$ cat config.mk
export PLATFORM = sky130hd
export DESIGN_NAME = intr_entry_sequencer
export DESIGN_NICKNAME = d
export VERILOG_FILES = /design/src/rtl/intr_entry_sequencer.sv
export SDC_FILE = /design/constraint.sdc
export NUM_CORES = 1
export LEC_CHECK = 0
export CORE_ASPECT_RATIO = 2
export CORE_MARGIN = 8
export CORE_UTILIZATION = 38
export DETAILED_ROUTE_END_ITERATION = 10
export GPL_TIMING_DRIVEN = 1
export HOLD_SLACK_MARGIN = 0.02
export PLACE_DENSITY_LB_ADDON = 0.25
export SLEW_MARGIN = 25
export SYNTH_ARGS = -nofsm -noshare
export SYNTH_HDL_FRONTEND = slang
export SYNTH_SLANG_ARGS = --single-unit
$ cat constraint.sdc
create_clock -name clk -period 1.7 [get_ports clk]
set_input_delay 0.425 -clock clk [delete_from_list [all_inputs] [get_ports clk]]
set_output_delay 0.425 -clock clk [all_outputs]
set_load 0.01 [all_outputs]
$ cat src/rtl/intr_entry_sequencer.sv
// Interrupt-entry sequencer: waits for an instruction boundary, drains the pipeline,
// pushes the return PC, fetches the ISR vector and loads it into the PC.
module intr_entry_sequencer #(
    parameter int unsigned DRAIN_CYCLES = 3,
    parameter logic [7:0]  VEC_ADDR     = 8'h01,
    parameter int unsigned MEM_LAT      = 1
) (
    input  logic       clk,
    input  logic       rst,
    input  logic       intr_flag,
    input  logic       hlt_flag,
    input  logic       instr_boundary,
    input  logic       rti_done,
    input  logic [7:0] pc_current,
    input  logic [7:0] sp,
    input  logic [7:0] mem_rdata,
    output logic       stall,
    output logic       flush,
    output logic       mem_we,
    output logic       mem_re,
    output logic [7:0] mem_addr,
    output logic [7:0] mem_wdata,
    output logic       sp_dec,
    output logic       pc_load,
    output logic [7:0] pc_next,
    output logic       intr_clear,
    output logic       in_isr,
    output logic       busy
);

    typedef enum logic [2:0] {StIdle, StDrain, StPush, StVreq, StVwait, StLoad} state_e;

    state_e     state_q, state_d;
    logic [3:0] drain_cnt_q, drain_cnt_d;
    logic [1:0] lat_cnt_q, lat_cnt_d;
    logic [7:0] saved_pc_q, saved_pc_d;
    logic       in_isr_q, in_isr_d;
    logic       trigger;

    always_ff @(posedge clk) begin
        if (!rst) begin
            state_q     <= StIdle;
            drain_cnt_q <= 4'd0;
            lat_cnt_q   <= 2'd0;
            saved_pc_q  <= 8'h00;
            in_isr_q    <= 1'b0;
        end else begin
            state_q     <= state_d;
            drain_cnt_q <= drain_cnt_d;
            lat_cnt_q   <= lat_cnt_d;
            saved_pc_q  <= saved_pc_d;
            in_isr_q    <= in_isr_d;
        end
    end

    assign trigger = intr_flag & ~in_isr_q & (instr_boundary | hlt_flag);

    always_comb begin
        state_d     = state_q;
        drain_cnt_d = drain_cnt_q;
        lat_cnt_d   = lat_cnt_q;
        saved_pc_d  = saved_pc_q;
        in_isr_d    = in_isr_q;
        stall       = 1'b0;
        flush       = 1'b0;
        mem_we      = 1'b0;
        mem_re      = 1'b0;
        mem_addr    = 8'h00;
        mem_wdata   = 8'h00;
        sp_dec      = 1'b0;
        pc_load     = 1'b0;
        pc_next     = 8'h00;
        intr_clear  = 1'b0;
        busy        = (state_q != StIdle);

        // LOAD below overrides a coincident RTI, which cannot occur inside a sequence anyway
        if (in_isr_q && rti_done) begin
            in_isr_d = 1'b0;
        end

        unique case (state_q)
            StIdle: begin
                if (trigger) begin
                    saved_pc_d  = pc_current;
                    drain_cnt_d = 4'(DRAIN_CYCLES - 1);
                    state_d     = StDrain;
                end
            end
            StDrain: begin
                stall       = 1'b1;
                flush       = 1'b1;
                drain_cnt_d = drain_cnt_q - 4'd1;
                if (drain_cnt_q == 4'd0) begin
                    state_d = StPush;
                end
            end
            StPush: begin
                stall     = 1'b1;
                mem_we    = 1'b1;
                mem_addr  = sp;
                mem_wdata = saved_pc_q;
                sp_dec    = 1'b1;
                state_d   = StVreq;
            end
            StVreq: begin
                stall     = 1'b1;
                mem_re    = 1'b1;
                mem_addr  = VEC_ADDR;
                lat_cnt_d = 2'(MEM_LAT - 1);
                state_d   = (MEM_LAT == 1) ? StLoad : StVwait;
            end
            StVwait: begin
                stall     = 1'b1;
                mem_re    = 1'b1;
                mem_addr  = VEC_ADDR;
                lat_cnt_d = lat_cnt_q - 2'd1;
                if (lat_cnt_q == 2'd1) begin
                    state_d = StLoad;
                end
            end
            StLoad: begin
                stall      = 1'b1;
                pc_load    = 1'b1;
                pc_next    = mem_rdata;
                intr_clear = 1'b1;
                in_isr_d   = 1'b1;
                state_d    = StIdle;
            end
            default: state_d = StIdle;
        endcase
    end

    assign in_isr = in_isr_q;

endmodule
* Word-level counts from Yosys, hierarchy flattened
Cells that the tools add are included.
Cells by class: multiplexer cells 17, shift operators 0, div/mod/pow operators 0, equality and inequality tests 9, order comparisons 0, $add $sub $neg 2, multiply operators 0, bitwise gates (word level) 4, reductions and logical operators 12
Operator list (count):
- 2-to-1 mux 8 bit | 2
- one-hot mux 8 bit (2 select lines) | 1
- one-hot mux 3 bit (5 select lines) | 1
- 2-to-1 mux 3 bit | 3
- one-hot mux 4 bit (2 select lines) | 1
- 2-to-1 mux 1 bit | 7
- equality test 3 x 2 -> 1 bit, second input constant | 2
- equality test 3 bit, second input constant | 2
- inequality test 2 bit, second input constant | 3
- nonzero test 2 bit | 3
- OR reduction 5 bit | 1
- zero test 4 bit | 1
- 2-to-1 mux 4 bit | 1
- one-hot mux 2 bit (2 select lines) | 1
- AND reduction 2 bit | 2
- subtractor 4 x 1 -> 4 bit, second input constant | 1
- equality test 3 x 1 -> 1 bit, second input constant | 1
- zero test 3 bit | 1
- AND reduction 3 bit | 1
- nonzero test 3 bit | 1
- bitwise AND 1 bit | 2
- equality test 2 x 1 -> 1 bit, second input constant | 1
- OR reduction 2 bit | 1
- subtractor 2 x 1 -> 2 bit, second input constant | 1
- 3 further kinds | 3
Storage, ports and cells: output and inout bits 33, latch bits 0, bits in read-only memories 0, register bits after elaboration 18, memories 0, input bits 30, memory bits (writable) 0, word-level logic and storage cells 49

* Logic depth before layout (Yosys ltp)
Gate-level depths: netlist of run 1.
depth in word-level cells 5, mapped depth 5, gate-level depth less buffers 5

* Least setup slack after synthesis of run 1
No wires, ideal clock.
path type register -> output, from reg state_q[0], to out pc_next[0], data required time 1275 ps, arrival 1202 ps, cell stages (with the launch flop) 5, buffers on the path 2, setup slack 73 ps, cells stage by stage dfxtp_1 buf_2 and3b_1 clkbuf_1 and2_1
Between the ends: word-level cells in the longest chain between the ends 2
Ends and longest elaborated chain:
- start: declaration | line 33 | state_e state_q, state_d;
- start signal: assignment | line 42 | state_q <= StIdle;
- start signal: assignment | line 48 | state_q <= state_d;
- equality test 3 bit | line 81 | unique case (state_q)
- 2-to-1 mux 8 bit | line 81
- end: declaration | line 25 | output logic [7:0] pc_next,
Every way passes these cells.

* Worst setup path after layout of run 1
from reg state_q[1], to out mem_wdata[3]
Between the ends: word-level cells in the longest chain between the ends 2
Ends and longest elaborated chain:
- equality test 3 x 2 -> 1 bit | line 81
- 2-to-1 mux 8 bit | line 81
- end: declaration | line 22 | output logic [7:0] mem_wdata,
Every way passes these cells.

==> flow_summary.ini, run 1 <==
[outcome]
status = complete, but fails checks
violations = negative setup slack

[critical_path]
timing.reg2reg.setup_slack_ns = 0.08
cp.required_ns = 1.27
worstSetupStartpoint = state_q[1]
critPathCaptureType = output pin
startpoint_type = register
cp_max_fo = 5
ff2ff_path_depth = 7
rr_startpoint = state_q[0]
crit_arrival_ns = 1.36
crit_end = mem_wdata[3]
reg2reg_to = drain_cnt_q[3]
critPathKind = register to output pin

[timing]
drv_slew = 0
relSlewSlack = 0.5824
fmaxAchievable_mhz = 559.5
clock_skew_ns = 0.001487
finalHoldWorstSlack_ns = 0.4660
rsz0062_at_grt = true
period_share = 1.051
fin_crit_ns = 1.787
layout_setup_ws_ns = -0.08737
setup_viol_count_final = 18
worstMarginPinSlew_ns = 0.6241
hold_viol = 0

[cts]
clock_sinks = 18
h-tree-depth = 1
cts_tree = yes
clock_latency_ns = 0.26
holdBufCountCts = 0
cts_buffer_depth = 2
numCtsBuffers = 3
cts-root-buf = clkbuf_8
cts.clk_slew.worst_paths_ns = 0.07

[synth]
ys_warn_count = 0
yosysSeqAreaShare = 0.3258
syn_avg_cell_area_um2 = 8.379
syn_nets = 164
syn_inst = 132
synth_area_um2 = 1106
synth.distinct_cells = 37
postSynth.asyncResetShare = 0
synth_seq_cells = 18
synth_edf_count = 0
ys.flop_type = dfxtp_1

[placement]
dp.cells = 233
postPlaceCellArea_um2 = 1859
port_buffers = 62
dp_hpwl_um = 2999
place_ws_ns = -0.2667
place_congestion = 0.7741

[route]
route.detailed.drc = 0
viasPerCell = 5.354
routed_wl_um = 4205
drt_iter0_drc = 29
postRouteAntennaNets = 0
drt-pass1-iter-count = 4
vias = 1317
routedWlPerCell_um = 17.09

[floorplanning]
io_pins = 63
start_util = 0.3993
rows = 27
die_w_um = 54.15
dieArea_um2 = 4998
die_h_um = 92.30
core_area_um2 = 2770

[finish]
final_common_cell = clkdlybuf4s50_1
num-fill-cells = 222
layout_common_cells = clkdlybuf4s50_1, buf_4, buf_2
regArea_um2 = 371.6
syn_to_final_growth_pct = 80.09
multi_input_area_um2 = 711.9
num-nets-final = 250
instances_no_fill = 246
stdcell_area_um2 = 1992
n_antenna_cell = 0
drive_gt1_frac = 0.4055
fin_util = 0.7191

[flow_run]
max_cap_viol_count = 0

[pwr]
peakVddDrop_mv = 0.6002
p_per_area_nw_per_um2 = 1116
leakagePower_nw = 0.8902

[global_routing]
first_global_vias = 1434
grt_usage = 0.1646
grt_start_max_net_pins = 11
grt_pass1_wl_um = 6444
antenna_found_initial = 0
grt-ovfl-total = 0

[min_path]
hold_depth = 2
hp-class = register to register
-- worst max-delay path: stages (launching register included) --
cell and delay [ns]:
dfxtp_4 0.38, nor3b_4 0.25, buf_6 0.15, buf_6 0.09
and2_4 0.13, buf_6 0.09
-- area by class of cell --
cell class | count | area share
clock buffers | 4 | 0.02764
flip-flops and latches | 18 | 0.1866
multi-input cells | 97 | 0.3574
well taps | 29 | 0.01822
inverters | 6 | 0.01131
repair buffers | 92 | 0.3989
-- report_power, final --
part	switching (W)	internal, W
clock network	0.000155	0.000206
registers	0.0000970	0.000520
logic	0.000593	0.000652
-- metal layers --
metal	vias to the layer above	part of all wire	global-route usage
met2	54	0.56	0.3058
met4	0	0.024	0.08058
met5	-	0	0
met3	10	0.077	0.04167
li1	643	-	-
met1	610	0.34	0.1502
-- sequential cells by signal, summed over array words and instances, names as in the netlist --
signal and cells:
drain_cnt_q 4, lat_cnt_q 2, in_isr 1, state_q 3
saved_pc_q 8
-- how the worst min path moves through the flow --
stage                    end  slack (ns)     startpoint
6_report       saved_pc_q[3]        0.47  saved_pc_q[3]
5_1_grt        saved_pc_q[2]        0.50  saved_pc_q[2]
3_5_place_dp   saved_pc_q[3]        0.45  saved_pc_q[3]
2_1_floorplan  saved_pc_q[0]        0.44  saved_pc_q[0]
3_3_place_gp   saved_pc_q[5]        0.45  saved_pc_q[5]
4_1_cts        saved_pc_q[3]        0.47  saved_pc_q[3]
-- what timing repair did --
item	4_1_cts	5_1_grt
gates cloned	2	0
resized for setup	147	23
buffers inserted	6	2
pin swaps	11	9
endpoints found under the setup margin	32	30
-- kinds of logic (layout without fill, tap and decap cells) --
group | Yosys count | count (layout) | share of synthesized area
AND/OR/NAND/NOR | 61 | 62 | 0.3620
buffers and inverters | 18 | 102 | 0.08257
AO/OA/AOI/OAI | 32 | 32 | 0.1980
adder cells (fa/ha/maj) | 2 | 2 | 0.02262
multiplexers | 1 | 1 | 0.009050
flip-flops | 18 | 18 | 0.3258
-- through the flow --
stage / TNS [ns] / total power (W)
2_1_floorplan: 0 / 0.001199
3_3_place_gp: -6.260 / 0.001685
3_5_place_dp: -6.635 / 0.001738
4_1_cts: -0.3368 / 0.002166
5_1_grt: -1.876 / 0.002351
6_report: -0.5897 / 0.002223
-- cell usage after synthesis (all sizes together) (2+ instances only) --
cell	instances	area, µm²
nor2	6	22.52
nor4b	2	17.52
ha	2	25.02
buf	9	57.55
nand2b	6	40.04
dfxtp	18	360.4
nand2	2	7.510
a2111oi	2	20.02
nor2b	2	12.51
nor3b	3	38.79
a311oi	2	17.52
inv	6	22.52
and2	24	150.1
nor3	2	21.27
clkbuf	3	11.26
nand4	8	50.05
o31ai	10	75.07
a21oi	12	60.06
nand3	2	10.01
a211oi	2	15.01
Power figures use the tool's default switching activity.
==> run 2: changes to the inputs <==
- clock period: 1.7 -> 1.77 ns (I/O delays scaled with it)
==> flow_summary.ini, run 2 (synthesis gave the netlist of run 1 again) <==
[floorplanning]
core_area_um2 = 2770
dieArea_um2 = 4998
io_pins = 63
start_util = 0.3993
die_w_um = 54.15
rows = 27
die_h_um = 92.30

[finish]
stdcell_area_um2 = 2083
top_register = saved_pc_q
largest_reg_flops = 8
regArea_um2 = 371.6
n_antenna_cell = 0
multi_input_area_um2 = 721.9
num-fill-cells = 212
layout_common_cells = clkdlybuf4s50_1, buf_4, buf_6
num-nets-final = 258
final_common_cell = clkdlybuf4s50_1
instances_no_fill = 254
syn_to_final_growth_pct = 88.35
drive_gt1_frac = 0.4222
reg_top3 = saved_pc_q: 8 flops, drain_cnt_q: 4 flops, state_q: 3 flops

[critical_path]
crit_top_cell = buf_6
cp_max_fo = 5
worst-path-buf-inv = 3
cp.required_ns = 1.33
critPathKind = register to output pin
critPathSlowestCell = dfxtp_4
crit_chain = nor3b_4 > buf_6 > buf_6 > and2_4 > buf_6
crit_family = simple AND/OR/NAND/NOR gates
critical-path-max-stage-delay_ns = 0.37
startpoint_type = register
timing.reg2reg.setup_slack_ns = 0.16
crit_arrival_ns = 1.38
critPathCaptureType = output pin

[placement]
place_congestion = 0.7751
port_buffers = 62
dp.cells = 232
dp_hpwl_um = 3024
postPlaceCellArea_um2 = 1864

[timing]
worstMarginPinSlew_ns = 0.6119
setup_viol_count_final = 9
layout_setup_ws_ns = -0.05300
clock_skew_ns = 0.003014
hold_viol = 0
fmaxAchievable_mhz = 548.5
drv_slew = 0
finalHoldWorstSlack_ns = 0.4756
fin_crit_ns = 1.823
relSlewSlack = 0.5905
rsz0062_at_grt = true
period_share = 1.030
tns_ns = -0.4263

[cts]
numCtsBuffers = 3
h-tree-depth = 1
cts_buffer_depth = 2
cts-root-buf = clkbuf_8
clock_sinks = 18
holdBufCountCts = 0
cts.clk_slew.worst_paths_ns = 0.07
cts_tree = yes
clock_latency_ns = 0.26

[route]
routed_wl_um = 4427
routedWlPerCell_um = 17.43
drt-pass1-iter-count = 4
route.detailed.drc = 0
viasPerCell = 5.547
postRouteAntennaNets = 0
drt_iter0_drc = 33
vias = 1409

[min_path]
hp-class = register to register

[global_routing]
grt_pass1_wl_um = 6589
grt_start_max_net_pins = 11
grt-ovfl-total = 0
grt_usage = 0.1651
antenna_found_initial = 0
first_global_vias = 1472

[pwr]
peakVddDrop_mv = 0.8126
leakagePower_nw = 0.9391
p_per_area_nw_per_um2 = 1120

[outcome]
status = complete, but fails checks
violations = negative setup slack

[flow_run]
max_cap_viol_count = 0
[run 2: worst paths after layout]
path                  from            end  depth (start not counted)
max             state_q[0]    mem_addr[7]                          5
max reg2reg     state_q[0]     state_q[2]                         10
min reg2reg  saved_pc_q[4]  saved_pc_q[4]                          2
min          saved_pc_q[4]  saved_pc_q[4]                          2
[run 2: cell type report]
cell class                 instances  area share
inverter                           6     0.01081
sequential                        18      0.1784
tap                               29     0.01742
clock buffer                       4     0.02643
timing repair buffer             100      0.4204
multi-input combinational         97      0.3465
[run 2: through the flow]
stage / power [W] / utilization / setup slack (ns)
final: 0.002334 / 0.7520 / -0.05300
after global routing: 0.002466 / 0.7520 / -0.1137
after CTS: 0.002109 / 0.7141 / -0.08456
after detailed placement: 0.001667 / 0.6730 / -0.2406
after global placement: 0.001621 / 0.6730 / -0.2232
after floorplan: 0.001152 / - / 0.1258
[run 2: routing by layer]
layer | vias up | GRT usage | wire length, µm
li1 | 659 | - | -
met1 | 678 | 0.1523 | 1457
met2 | 66 | 0.3144 | 2574
met3 | 6 | 0.04487 | 323
met4 | 0 | 0.05579 | 72
met5 | - | 0 | 0
[run 2: timing repair]
action                                 CTS  global route
gates cloned                             1             1
gates resized for setup                110            53
buffers inserted                        15             6
setup endpoints to repair               32            25
endpoints found under the hold margin    0             0
pin swaps                                3            11
[run 2: power by group]
part / internal [W] / switching, W
Combinational: 0.000777 / 0.000630
Clock: 0.000198 / 0.000144
Sequential: 0.000499 / 0.0000854
[run 2: worst register-to-register path, delay by kind of cell, from the launching register on]
| family | cells | cell delay (ns) |
|---|---|---|
| flops | 1 | 0.37 |
| simple gates | 2 | 0.21 |
| mux | 1 | 0.07 |
| buf+inv | 7 | 0.85 |
==> run 3: changes to the inputs <==
- MAX_ROUTING_LAYER: unset -> met4
==> flow_summary.ini, run 3 (synthesis gave the netlist of run 1 again) <==
[cts]
cts_tree = yes
clock_sinks = 18
cts_buffer_depth = 2
cts.clk_slew.worst_paths_ns = 0.07
numCtsBuffers = 3
clock_latency_ns = 0.25
cts-root-buf = clkbuf_8
holdBufCountCts = 0
h-tree-depth = 1

[global_routing]
grt-ovfl-total = 0
grt_usage = 0.1694
grt_start_max_net_pins = 11
grt_pass1_wl_um = 6589
first_global_vias = 1472
antenna_found_initial = 0

[timing]
layout_setup_ws_ns = -0.05586
worstMarginPinSlew_ns = 0.6176
relSlewSlack = 0.5868
setup_viol_count_final = 9
hold_viol = 0
drv_slew = 0
finalHoldWorstSlack_ns = 0.4754
rsz0062_at_grt = true
fmaxAchievable_mhz = 547.7
fin_crit_ns = 1.826
period_share = 1.032
clock_skew_ns = 0.002705

[pwr]
peakVddDrop_mv = 0.8120
combinationalPowerShare = 0.603
p_int_w = 0.001474
clkPwrFrac = 0.146
p_sw_frac = 0.3680
p_per_area_nw_per_um2 = 1120
pwr-share-seq = 0.250
leakagePower_nw = 0.9391
p_switching_w = 0.0008584

[critical_path]
startpoint_type = register
worst-path-buf-inv = 3
critPathCaptureType = output pin
cp.required_ns = 1.33
critPathSlowestCell = dfxtp_4
crit_arrival_ns = 1.38
crit_family = simple AND/OR/NAND/NOR gates
crit_top_cell = buf_6
crit_chain = nor3b_4 > buf_6 > buf_6 > and2_4 > buf_6
ff2ff_path_depth = 10
critical-path-max-stage-delay_ns = 0.37
cp_max_fo = 5
crit_cells = 5
critPathKind = register to output pin

[route]
drt_iter0_drc = 46
viasPerCell = 5.484
vias = 1393
routedWlPerCell_um = 17.30
drt-pass1-iter-count = 4
route.detailed.drc = 0
postRouteAntennaNets = 0
routed_wl_um = 4393

[finish]
fin_util = 0.7520
largest_reg_flops = 8
layout_common_cells = clkdlybuf4s50_1, buf_4, buf_6
num-fill-cells = 212
top_register = saved_pc_q
reg_top3 = saved_pc_q: 8 flops, drain_cnt_q: 4 flops, state_q: 3 flops
syn_to_final_growth_pct = 88.35
drive_gt1_frac = 0.4222
n_antenna_cell = 0
final_common_cell = clkdlybuf4s50_1
num-nets-final = 258

[placement]
port_buffers = 62
place_ws_ns = -0.2406
dp_hpwl_um = 3024
place_congestion = 0.7856

[flow_run]
max_cap_viol_count = 0

[floorplanning]
die_h_um = 92.30
io_pins = 63
die_w_um = 54.15
start_util = 0.3993
core_area_um2 = 2770
dieArea_um2 = 4998
rows = 27

[outcome]
status = complete, but fails checks
violations = negative setup slack

[min_path]
hold_depth = 2
hp-class = register to register
==> run 3: final timing paths <==
check,start,end,slack (ns)
setup / recovery,state_q[0],mem_addr[7],-0.06
hold / removal,saved_pc_q[4],saved_pc_q[4],0.48
setup reg to reg,state_q[0],state_q[2],0.16
hold reg to reg,saved_pc_q[4],saved_pc_q[4],0.48
==> run 3: power groups by stage <==
stage	sequential, W	clock, W	combinational (W)
6_report	0.000584	0.000341	0.00141
2_1_floorplan	0.000555	0	0.000596
3_3_place_gp	0.000572	0	0.00105
3_5_place_dp	0.000578	0	0.00109
5_1_grt	0.000597	0.000360	0.00151
4_1_cts	0.000579	0.000343	0.00119
==> run 3: layout make-up <==
cell class,instances,area [µm²],share of cell area
clock buffer,4,55.05,0.02643
inverter,6,22.52,0.01081
multi-input combinational,97,721.9,0.3465
sequential,18,371.6,0.1784
tap,29,36.28,0.01742
timing repair buffer,100,875.8,0.4204
==> run 3: worst min-delay path, cell delays in order, from the launching register on <==
cell	delay, ns
dfxtp_1	0.31
o31ai_1	0.06
a21oi_1	0.06
==> run 3: per-stage QoR <==
step	power [W]	area [µm²]	cells	setup TNS, ns
final	0.002332	2083	254	-0.4633
after global routing	0.002464	2083	254	-1.030
after CTS	0.002109	1978	251	-0.8007
after detailed placement	0.001667	1864	232	-5.315
after global placement	0.001621	1864	232	-5.078
after floorplan	0.001152	1106	132	0
==> run 3: what timing repair did <==
item,in CTS,in global routing
setup buffers,15,6
cloned,1,1
endpoints found under the hold margin,0,0
resized for setup,110,53
endpoints found under the setup margin,32,25
pin swaps,3,11
==> run 3: layer usage <==
layer  global-route usage  vias up  part of all wire
met5                    -        -                 0
met4              0.05579        0             0.016
met3              0.03045        6             0.061
met2               0.3144       62              0.59
met1               0.1607      668              0.34
li1                     -      657                 -
